--- config.mk ---
export PLATFORM = sky130hd
export DESIGN_NAME = ii_frame_scheduler_flat
export DESIGN_NICKNAME = d
export VERILOG_FILES = /design/src/rtl/ii_frame_scheduler_if.sv /design/src/rtl/ii_frame_scheduler.sv /design/src/flat_wrapper.sv
export SDC_FILE = /design/constraint.sdc
export NUM_CORES = 1
export LEC_CHECK = 0
export BUFFER_PORTS_ARGS = -buffer_cell sky130_fd_sc_hd__buf_4
export CORE_AREA = 2 2 87 89
export CTS_CLUSTER_DIAMETER = 100
export DETAILED_ROUTE_END_ITERATION = 6
export DIE_AREA = 0 0 89 91
export HOLD_SLACK_MARGIN = 0.05
export PLACE_DENSITY = 0.77
export SLEW_MARGIN = 0
export SYNTH_ARGS = -nofsm -noshare
export SYNTH_HDL_FRONTEND = slang
export SYNTH_SLANG_ARGS = --single-unit
--- constraint.sdc ---
create_clock -name ov7670_pclk -period 1.9 [get_ports ov7670_pclk]
set_clock_uncertainty 0.05 [all_clocks]
set_input_delay 0.19 -clock ov7670_pclk [delete_from_list [all_inputs] [get_ports ov7670_pclk]]
set_output_delay 0.19 -clock ov7670_pclk [all_outputs]
set_load 0.1 [all_outputs]
--- src/rtl/ii_frame_scheduler_if.sv ---
// Bundle between the II frame scheduler and its neighbours: capture, detector, RAM.
// Latency: none, this is wiring only.
// Backpressure: detector reads are granted through det_gnt; capture writes cannot stall.
interface ii_frame_scheduler_if #(
    parameter int ADDR_W = 15,
    parameter int DATA_W = 32
);
    logic              cap_we;
    logic [ADDR_W-1:0] cap_addr;
    logic [DATA_W-1:0] cap_data;
    logic              cap_done;
    logic              det_req;
    logic [ADDR_W-1:0] det_addr;
    logic              det_gnt;
    logic              det_rd_valid;
    logic [DATA_W-1:0] det_rd_data;
    logic              frame_ready;
    logic              frame_bank;
    logic              frame_release;
    logic              mem_en;
    logic              mem_we;
    logic [ADDR_W:0]   mem_addr;
    logic [DATA_W-1:0] mem_wdata;
    logic [DATA_W-1:0] mem_rdata;
    logic [7:0]        dropped_frames;

    // Scheduler side.
    modport master (
        input  cap_we, cap_addr, cap_data, cap_done,
        input  det_req, det_addr, frame_release, mem_rdata,
        output det_gnt, det_rd_valid, det_rd_data, frame_ready, frame_bank,
        output mem_en, mem_we, mem_addr, mem_wdata, dropped_frames
    );

    // Capture, detector and RAM side.
    modport slave (
        output cap_we, cap_addr, cap_data, cap_done,
        output det_req, det_addr, frame_release, mem_rdata,
        input  det_gnt, det_rd_valid, det_rd_data, frame_ready, frame_bank,
        input  mem_en, mem_we, mem_addr, mem_wdata, dropped_frames
    );
endinterface

--- src/rtl/ii_frame_scheduler.sv ---
// Two-bank II store sequencer: capture writes to bank wb, committed frames handed to detector.
// Latency: RAM command 1 cycle after write/grant; read data valid 2 cycles after grant.
// Backpressure: capture writes always win the port; detector holds det_req until det_gnt.
// Optional: define II_SCHED_STATS_EN to enable the saturating dropped_frames counter.
module ii_frame_scheduler #(
    parameter int FRAME_WORDS = 19200,
    parameter int ADDR_W      = 15,
    parameter int DATA_W      = 32
) (
    input  logic                 ov7670_pclk,
    input  logic                 rst,
    ii_frame_scheduler_if.master bus
);
    localparam logic [ADDR_W-1:0] FRAME_LEN = ADDR_W'(FRAME_WORDS);

    typedef enum logic [1:0] {
        IDLE    = 2'd0,
        CAPTURE = 2'd1,
        COMMIT  = 2'd2
    } state_t;

    state_t            state;
    state_t            state_nxt;
    logic [ADDR_W-1:0] wcnt;
    logic              bad;
    logic              wb;
    logic              frame_ready;
    logic              frame_bank;
    logic              rd_pipe;
    logic              rd_valid;
    logic              mem_en;
    logic              mem_we;
    logic [ADDR_W:0]   mem_addr;
    logic [DATA_W-1:0] mem_wdata;

    logic addr_ok;
    logic wr_acc;
    logic wr_bad;
    logic det_gnt;
    logic ready_after_rel;
    logic frame_good;

    assign addr_ok = bus.cap_addr < FRAME_LEN;
    assign wr_acc  = (state == CAPTURE) && bus.cap_we && addr_ok;
    assign wr_bad  = (state == CAPTURE) && bus.cap_we && !addr_ok;
    assign det_gnt = bus.det_req && frame_ready && !wr_acc;

    // A release arriving in the commit cycle frees the slot before the new frame is judged.
    assign ready_after_rel = frame_ready && !bus.frame_release;
    assign frame_good      = (wcnt == FRAME_LEN) && !bad && !ready_after_rel;

    // Writer FSM state register.
    always_ff @(posedge ov7670_pclk) begin
        if (rst) state <= IDLE;
        else     state <= state_nxt;
    end

    // Writer FSM next state; CAPTURE is only entered with cap_done low, so a high level there is the rising edge.
    always_comb begin
        state_nxt = state;
        case (state)
            IDLE:    if (!bus.cap_done) state_nxt = CAPTURE;
            CAPTURE: if (bus.cap_done)  state_nxt = COMMIT;
            COMMIT:  state_nxt = IDLE;
            default: state_nxt = IDLE;
        endcase
    end

    // Per-frame word count (saturating so runaway frames never alias to a full count) and bad flag.
    always_ff @(posedge ov7670_pclk) begin
        if (rst || state == COMMIT) begin
            wcnt <= '0;
            bad  <= 1'b0;
        end else begin
            if (wr_acc && wcnt != '1) wcnt <= wcnt + ADDR_W'(1);
            if (wr_bad)               bad  <= 1'b1;
        end
    end

    // Frame hand-off: release clears the slot, a good commit fills it and flips the write bank.
    always_ff @(posedge ov7670_pclk) begin
        if (rst) begin
            frame_ready <= 1'b0;
            frame_bank  <= 1'b0;
            wb          <= 1'b0;
        end else begin
            if (bus.frame_release) frame_ready <= 1'b0;
            if (state == COMMIT && frame_good) begin
                frame_ready <= 1'b1;
                frame_bank  <= wb;
                wb          <= ~wb;
            end
        end
    end

`ifdef II_SCHED_STATS_EN
    logic [7:0] drop_cnt;

    // Count frames rejected at commit, holding at 255.
    always_ff @(posedge ov7670_pclk) begin
        if (rst)
            drop_cnt <= '0;
        else if (state == COMMIT && !frame_good && drop_cnt != 8'hFF)
            drop_cnt <= drop_cnt + 8'd1;
    end

    assign bus.dropped_frames = drop_cnt;
`else
    assign bus.dropped_frames = '0;
`endif

    // Registered RAM command: accepted capture write first, else a granted detector read.
    always_ff @(posedge ov7670_pclk) begin
        if (rst) begin
            mem_en    <= 1'b0;
            mem_we    <= 1'b0;
            mem_addr  <= '0;
            mem_wdata <= '0;
        end else begin
            mem_en <= wr_acc || det_gnt;
            mem_we <= wr_acc;
            if (wr_acc) begin
                mem_addr  <= {wb, bus.cap_addr};
                mem_wdata <= bus.cap_data;
            end else if (det_gnt) begin
                mem_addr  <= {frame_bank, bus.det_addr};
                mem_wdata <= '0;
            end else begin
                mem_addr  <= '0;
                mem_wdata <= '0;
            end
        end
    end

    // Read-valid pipeline: one stage for the RAM command, one for the RAM's read latency.
    always_ff @(posedge ov7670_pclk) begin
        if (rst) begin
            rd_pipe  <= 1'b0;
            rd_valid <= 1'b0;
        end else begin
            rd_pipe  <= det_gnt;
            rd_valid <= rd_pipe;
        end
    end

    assign bus.det_gnt      = det_gnt;
    assign bus.det_rd_valid = rd_valid;
    assign bus.det_rd_data  = bus.mem_rdata;
    assign bus.frame_ready  = frame_ready;
    assign bus.frame_bank   = frame_bank;
    assign bus.mem_en       = mem_en;
    assign bus.mem_we       = mem_we;
    assign bus.mem_addr     = mem_addr;
    assign bus.mem_wdata    = mem_wdata;
endmodule

--- src/flat_wrapper.sv ---
// flat-port wrapper written by rule: the top's interface ports become plain ports
module ii_frame_scheduler_flat 
#(
    parameter int FRAME_WORDS = 19200,
    parameter int ADDR_W      = 15,
    parameter int DATA_W      = 32
)
  (ov7670_pclk, rst, bus_cap_we, bus_cap_addr, bus_cap_data, bus_cap_done, bus_det_req, bus_det_addr, bus_frame_release, bus_mem_rdata, bus_det_gnt, bus_det_rd_valid, bus_det_rd_data, bus_frame_ready, bus_frame_bank, bus_mem_en, bus_mem_we, bus_mem_addr, bus_mem_wdata, bus_dropped_frames);
  ii_frame_scheduler_if #(.ADDR_W(ADDR_W), .DATA_W(DATA_W)) bus_i ();
  input  logic ov7670_pclk;
  input  logic rst;
  input wire logic [$bits(bus_i.cap_we)-1:0] bus_cap_we;
  input wire logic [$bits(bus_i.cap_addr)-1:0] bus_cap_addr;
  input wire logic [$bits(bus_i.cap_data)-1:0] bus_cap_data;
  input wire logic [$bits(bus_i.cap_done)-1:0] bus_cap_done;
  input wire logic [$bits(bus_i.det_req)-1:0] bus_det_req;
  input wire logic [$bits(bus_i.det_addr)-1:0] bus_det_addr;
  input wire logic [$bits(bus_i.frame_release)-1:0] bus_frame_release;
  input wire logic [$bits(bus_i.mem_rdata)-1:0] bus_mem_rdata;
  output wire logic [$bits(bus_i.det_gnt)-1:0] bus_det_gnt;
  output wire logic [$bits(bus_i.det_rd_valid)-1:0] bus_det_rd_valid;
  output wire logic [$bits(bus_i.det_rd_data)-1:0] bus_det_rd_data;
  output wire logic [$bits(bus_i.frame_ready)-1:0] bus_frame_ready;
  output wire logic [$bits(bus_i.frame_bank)-1:0] bus_frame_bank;
  output wire logic [$bits(bus_i.mem_en)-1:0] bus_mem_en;
  output wire logic [$bits(bus_i.mem_we)-1:0] bus_mem_we;
  output wire logic [$bits(bus_i.mem_addr)-1:0] bus_mem_addr;
  output wire logic [$bits(bus_i.mem_wdata)-1:0] bus_mem_wdata;
  output wire logic [$bits(bus_i.dropped_frames)-1:0] bus_dropped_frames;
  assign bus_i.cap_we = bus_cap_we;
  assign bus_i.cap_addr = bus_cap_addr;
  assign bus_i.cap_data = bus_cap_data;
  assign bus_i.cap_done = bus_cap_done;
  assign bus_i.det_req = bus_det_req;
  assign bus_i.det_addr = bus_det_addr;
  assign bus_i.frame_release = bus_frame_release;
  assign bus_i.mem_rdata = bus_mem_rdata;
  assign bus_det_gnt = bus_i.det_gnt;
  assign bus_det_rd_valid = bus_i.det_rd_valid;
  assign bus_det_rd_data = bus_i.det_rd_data;
  assign bus_frame_ready = bus_i.frame_ready;
  assign bus_frame_bank = bus_i.frame_bank;
  assign bus_mem_en = bus_i.mem_en;
  assign bus_mem_we = bus_i.mem_we;
  assign bus_mem_addr = bus_i.mem_addr;
  assign bus_mem_wdata = bus_i.mem_wdata;
  assign bus_dropped_frames = bus_i.dropped_frames;
  ii_frame_scheduler #(.FRAME_WORDS(FRAME_WORDS), .ADDR_W(ADDR_W), .DATA_W(DATA_W)) u_core (.ov7670_pclk(ov7670_pclk), .rst(rst), .bus(bus_i));
endmodule
## Word level (Yosys, flattened, before mapping)

Index checks and enable logic that the tools add are counted.

- Mux-type cells: 7
- Equal/unequal tests: 6
- Reductions and logical operators: 21
- Multipliers: 0
- Bitwise operators: 2
- $add $sub $neg: 1
- Shifts and indexed selects: 0
- Divide/modulo/power cells: 0
- Magnitude comparators: 1

Operator list:

| kind | number |
|---|---|
| 16-bit two-way mux | 2 |
| 15-bit by 1-bit adder with 15-bit output, second input constant | 1 |
| 15-bit == test, second input constant | 1 |
| 15-bit < comparator, second input constant | 1 |
| 15-bit != test, second input constant | 1 |
| 1-bit logical AND | 10 |
| 1-bit logical NOT | 5 |
| 2-bit two-way mux | 2 |
| 2-bit != test, second input constant | 2 |
| 2-bit case mux with 2 select lines | 1 |
| 2-bit by 1-bit == test with 1-bit output, second input constant | 1 |
| 2-bit == test, second input constant | 1 |
| 2-bit logical NOT | 1 |
| 1-bit logical OR | 2 |
| 1-bit two-way mux | 2 |
| 1-bit inverter | 2 |
| 2-bit AND reduction | 1 |
| 2-bit nonzero test | 1 |
| 2-bit OR reduction | 1 |

- Bits of input ports: 100
- Output and inout bits: 94
- Memory bits (read-only): 0
- Word-level logic and storage cells: 50
- Flip-flop bits (word level): 73
- Latch bits: 0
- Memory bits (writable): 0
- Memories kept: 0

## Logic depth before layout (Yosys ltp)

- Depth in word-level cells: 7
- Gate-level depth with buffers: 7
- Depth with buffers taken out: 7

## Least setup slack after synthesis

OpenSTA, ideal clock, no wires.

- Path type: register -> register
- Start: reg u_core.frame_ready, in the netlist u_core.bus.frame_ready
- End: reg u_core.mem_addr[15], in the netlist u_core.bus.mem_addr[15]
- Path buffers: 2
- Arrival: 2.366 ns
- Path slack: -0.579 ns
- Setup time: 0.063 ns
- Period minus slack after synthesis: 2.479 ns
- Stages on the path, launching flop included: 7
- Data required time: 1.787 ns
- Cell sequence: dfxtp_1 -> nand2_1 -> nor2b_4 -> nor2b_4 -> buf_6 -> buf_6 -> a22o_1

- Word-level cells in the longest chain between the ends: 4

Ends and longest elaborated chain:

| item | line | RTL |
|---|---|---|
| start, declared | ii_frame_scheduler.sv:27 | `logic frame_ready;` |
| start signal, assigned | ii_frame_scheduler.sv:83 | `frame_ready <= 1'b0;` |
| start signal, assigned | ii_frame_scheduler.sv:87 | `if (bus.frame_release) frame_ready <= 1'b0;` |
| start signal, assigned | ii_frame_scheduler.sv:89 | `frame_ready <= 1'b1;` |
| 1-bit logical AND (2 in series) | ii_frame_scheduler.sv:46 | `assign det_gnt = bus.det_req && frame_ready && !wr_acc;` |
| via bus_det_gnt | flat_wrapper.sv:20 | `output wire logic [$bits(bus_i.det_gnt)-1:0] bus_det_gnt;` |
| 16-bit two-way mux | ii_frame_scheduler.sv:125 | `end else if (det_gnt) begin` |
| 16-bit two-way mux | ii_frame_scheduler.sv:122 | `if (wr_acc) begin` |
| end signal, assigned | ii_frame_scheduler.sv:123 | `mem_addr <= {wb, bus.cap_addr};` |
| end signal, assigned | ii_frame_scheduler.sv:126 | `mem_addr <= {frame_bank, bus.det_addr};` |
| end, declared | ii_frame_scheduler.sv:33 | `logic [ADDR_W:0] mem_addr;` |

The timed path passes the listed nets, and every way through them passes these cells.
A chain may end at the register's enable or synchronous reset.

## Worst setup path after layout

- Start: reg u_core.wcnt[0]
- End: reg u_core.wcnt[11]

- Word-level cells in the longest chain between the ends: 2
- Elaborated cells on any way between the ends: 3
- Classes of those cells: 1 x add/sub; 1 x eq/ne; 1 x reduce/logical

Ends and longest elaborated chain:

| item | line | RTL |
|---|---|---|
| start, declared | ii_frame_scheduler.sv:24 | `logic [ADDR_W-1:0] wcnt;` |
| start signal, assigned | ii_frame_scheduler.sv:75 | `if (wr_acc && wcnt != '1) wcnt <= wcnt + ADDR_W'(1);` |
| branches (longest 2 deep; another with 15-bit by 1-bit adder with 15-bit output) | n/a |  |

Parallel ways; which one is timed is not known.

==> summary.md <==
| Metric | Value |
|---|---|
| Syn-to-layout area delta | 55.0% |
| Critical path's top delay family | simple AND/OR/NAND/NOR gates |
| DRT Pass-1 Iters | 4 |
| Commonest non-fill, non-tap cell in the layout | buf_4 |
| GR Util met3 | approximately 6% |
| CTS tree | built |
| Clock root buffer | clkbuf_8 |
| Crit path DAT | a little under 2000 ps |
| DP Area | roughly 3600 um^2 |
| CORE AREA | 7140 um^2 |
| Commonest non-fill, non-tap cells in the layout | buf_4, dfxtp_1, dlygate4sd3_1 |
| Startpoint Class | flop |
| DRC | 0 |
| DRT Wirelength | a little over 8000 um |
| Status | completed |
| Largest net degree at the start of global routing | 50 |
| Netlist Area Pre-Place | ~2800 um^2 |
| Clk sinks | 73 |
| Achievable Freq | between 500 and 600 MHz |
| Synth Instances | 276 |
| Met2 Usage GRT | around a third |
| Setup tns final | 0 ps |
| Min-delay src | bus_cap_addr[14] |
| Wire per inst | between 15 and 20 um |
| FF-to-FF End | u_core.wcnt[11]$_SDFFE_PP0P_ |
| Final cell count without fillers | 537 |
| Hold-critical path endpoint | u_core.bad$_SDFFE_PP0P_ |
| CTS Buffer Depth | 2 |
| GRT Util Overall | approximately a fifth |
| H-tree lvl count | 3 |
| Global route total overflow | 0 |
| Number of global-route vias before repair | between 2,000 and 3,000 |
| CTS clk-pin slew, worst paths | around 90 ps |
| Gpl congestion | between 0.8 and 0.9 |
| Clk_lat worst skew | 350 ps |
| Crit Path Max Fanout | 5 |
| Total die area | about 8000 um^2 |
| VDD IR-drop max | 0.313 mV |
| Starting Density | between 30 and 40% |
| Seq/Total Area, Yosys | between 50% and 60% |
| Fill count | around 530 |
| Antenna violations before repair | 0 |
| P per Cell Area | between 700 and 800 nW/um^2 |
| Yosys warning total | 0 |
| Nets | between 500 and 600 |
| Fin area | around 4400 um^2 |
| Post-route clock period utilization | 94.4% |
| Worst R2R Start | u_core.wcnt[0]$_SDFFE_PP0P_ |
| Avg Cell Area, Syn | between 10 and 15 um^2 |
| Top Ports | just under 200 |
| Layout cells sized above 1 | between 30% and 40% |
| R2R setup slack | 110 ps |
| Vias | ~2,500 |
| Total CTS buffers | 9 |
| Chip width | 89 um |
| Number of flops mapped to enable cells by yosys | 0 |
| Worst-case hold slack | approximately 67 ps |
| Tmin final | 1790 ps |
| Die Span Y | between 90 and 100 um |
| Final total power | between 3 and 4 mW |
| Ranking of synthesized cells by area | dfxtp_1, buf_4, and2_1 |
| #FFs+latches synth | 73 |
| Worst Setup Slack, final | 107 ps |
| CP max-delay cell | dfxtp_1 |
| R2R depth | 6 |
| Hold Path Class | in -> reg |
| CP Class | reg -> reg |
| GRT Max-Usage Layer | met2 |
| Endpoints failing setup | 0 |
| Netlist cell types | 38 |
| Hold path cells | 3 |
| First DRT Iteration DRCs | 80 |
| Vias per inst | ~4.6 |
| Post-synth top area share | between 50 and 60% |
| DP Cell Count | approximately 460 |
| Util after Layout | 61.8% |
| ANT nets after route | 0 |
| GRT met1 Usage | a little under a fifth |
| Max Cap Viol | 0 |
| Crit path required time | between 2000 and 2500 ps |
| Cell taking the most area after synthesis | dfxtp_1 |
| Pleak | 1.95 nW |
| Final Max Slew Viols | 0 |
| Critical Path End Type | flop |
| Crit path buf inv count | 0 |
| Dpl ws | between 150 and 200 ps |
| First-pass GRT wire length | 12,000 um |
| Hold Fails Final Rpt | 0 |
| Cell Rows | 31 |
| FFs w/ async S/R, synth | 0% |
| Cell-by-cell trace of the critical path | ha_1 > nand2_1 > nor4_4 > nor3_1 > nand3_1 > mux2_2 |
| Ys flop type | dfxtp_1 |
| Worst path max stage delay | 420 ps |
| I/O Buffers | between 100 and 150 |
| Final HPWL DP | ~4700 um |
==> power breakdown <==
group | total, mW | leakage [nW] | internal (mW) | switching (mW)
Clock | 1.10 | 0.0930 | 0.512 | 0.588
Sequential | 1.55 | 0.591 | 1.54 | 0.00654
Combinational | 0.451 | 1.26 | 0.205 | 0.246
==> what timing repair did <==
item | in CTS | in global routing
resized for setup | 0 | 3
endpoints found under the hold margin | 50 | 0
setup endpoints to repair | 0 | 2
setup buffers | 0 | 0
hold buffers | 63 | 0
==> worst max path at each step <==
stage | start | to | slack, ps | cells after the start
2_1_floorplan | u_core.state[1]$_SDFFE_PP0P_ | u_core.bus.mem_addr[15]$_SDFF_PP0_ | -60 | 7
3_3_place_gp | u_core.wcnt[0]$_SDFFE_PP0P_ | u_core.wcnt[11]$_SDFFE_PP0P_ | 240 | 6
3_5_place_dp | u_core.wcnt[0]$_SDFFE_PP0P_ | u_core.wcnt[0]$_SDFFE_PP0P_ | 160 | 7
4_1_cts | u_core.state[1]$_SDFFE_PP0P_ | bus_det_gnt | 80 | 4
5_1_grt | u_core.wcnt[0]$_SDFFE_PP0P_ | u_core.wcnt[11]$_SDFFE_PP0P_ | -20 | 6
6_report | u_core.wcnt[0]$_SDFFE_PP0P_ | u_core.wcnt[11]$_SDFFE_PP0P_ | 110 | 6
==> cell usage after synthesis, drive strengths merged (4+ instances only) <==
library cell,instances
a21oi,4
a22o,16
and2,32
buf,47
clkbuf,5
dfxtp,73
inv,5
nand2,7
nand3,7
nand4,4
nor2,22
nor2b,4
nor3,5
nor4,8
xnor2,12
==> routing by layer <==
metal	share of wire, %	vias up
met1	37	1139
met3	9.1	23
met4	2.2	0
met2	52	115
met5	0	-
li1	-	1192
==> sequential cells by signal, indices dropped and copies added (netlist names), 2 cells and up <==
register              count
u_core.wcnt              15
u_core.bus.mem_addr      16
u_core.state              2
u_core.bus.mem_wdata     32
==> worst reg2reg max path, delay by kind of cell (launching register included) <==
kind                       cells  cell delay (ps)
adders and majority gates      1              190
DFF                            1              420
muxes                          1              330
and+or+nand+nor                4              710
==> area by class of cell <==
cell class / count / area [um^2] / share of cell area (%)
flip-flops and latches: 73 / 1470 / 33.3
inverters: 5 / 18.8 / 0.426
diodes: 1 / 2.50 / 0.0568
multi-input cells: 153 / 1020 / 23.2
repair buffers: 190 / 1590 / 36.2
well taps: 99 / 124 / 2.81
clock inverters: 6 / 41.3 / 0.937
clock buffers: 10 / 138 / 3.12
==> logic make-up after synthesis <==
logic type	share of synthesized area, %
XOR/XNOR	3.70
buffers and inverters	13.9
flip-flops	51.4
adder cells (fa/ha/maj)	0.880
multiplexers	0.748
AO/OA/AOI/OAI	7.57
AND/OR/NAND/NOR	21.6
other	0.132
Note: power is estimated with default switching activity, not from simulation.
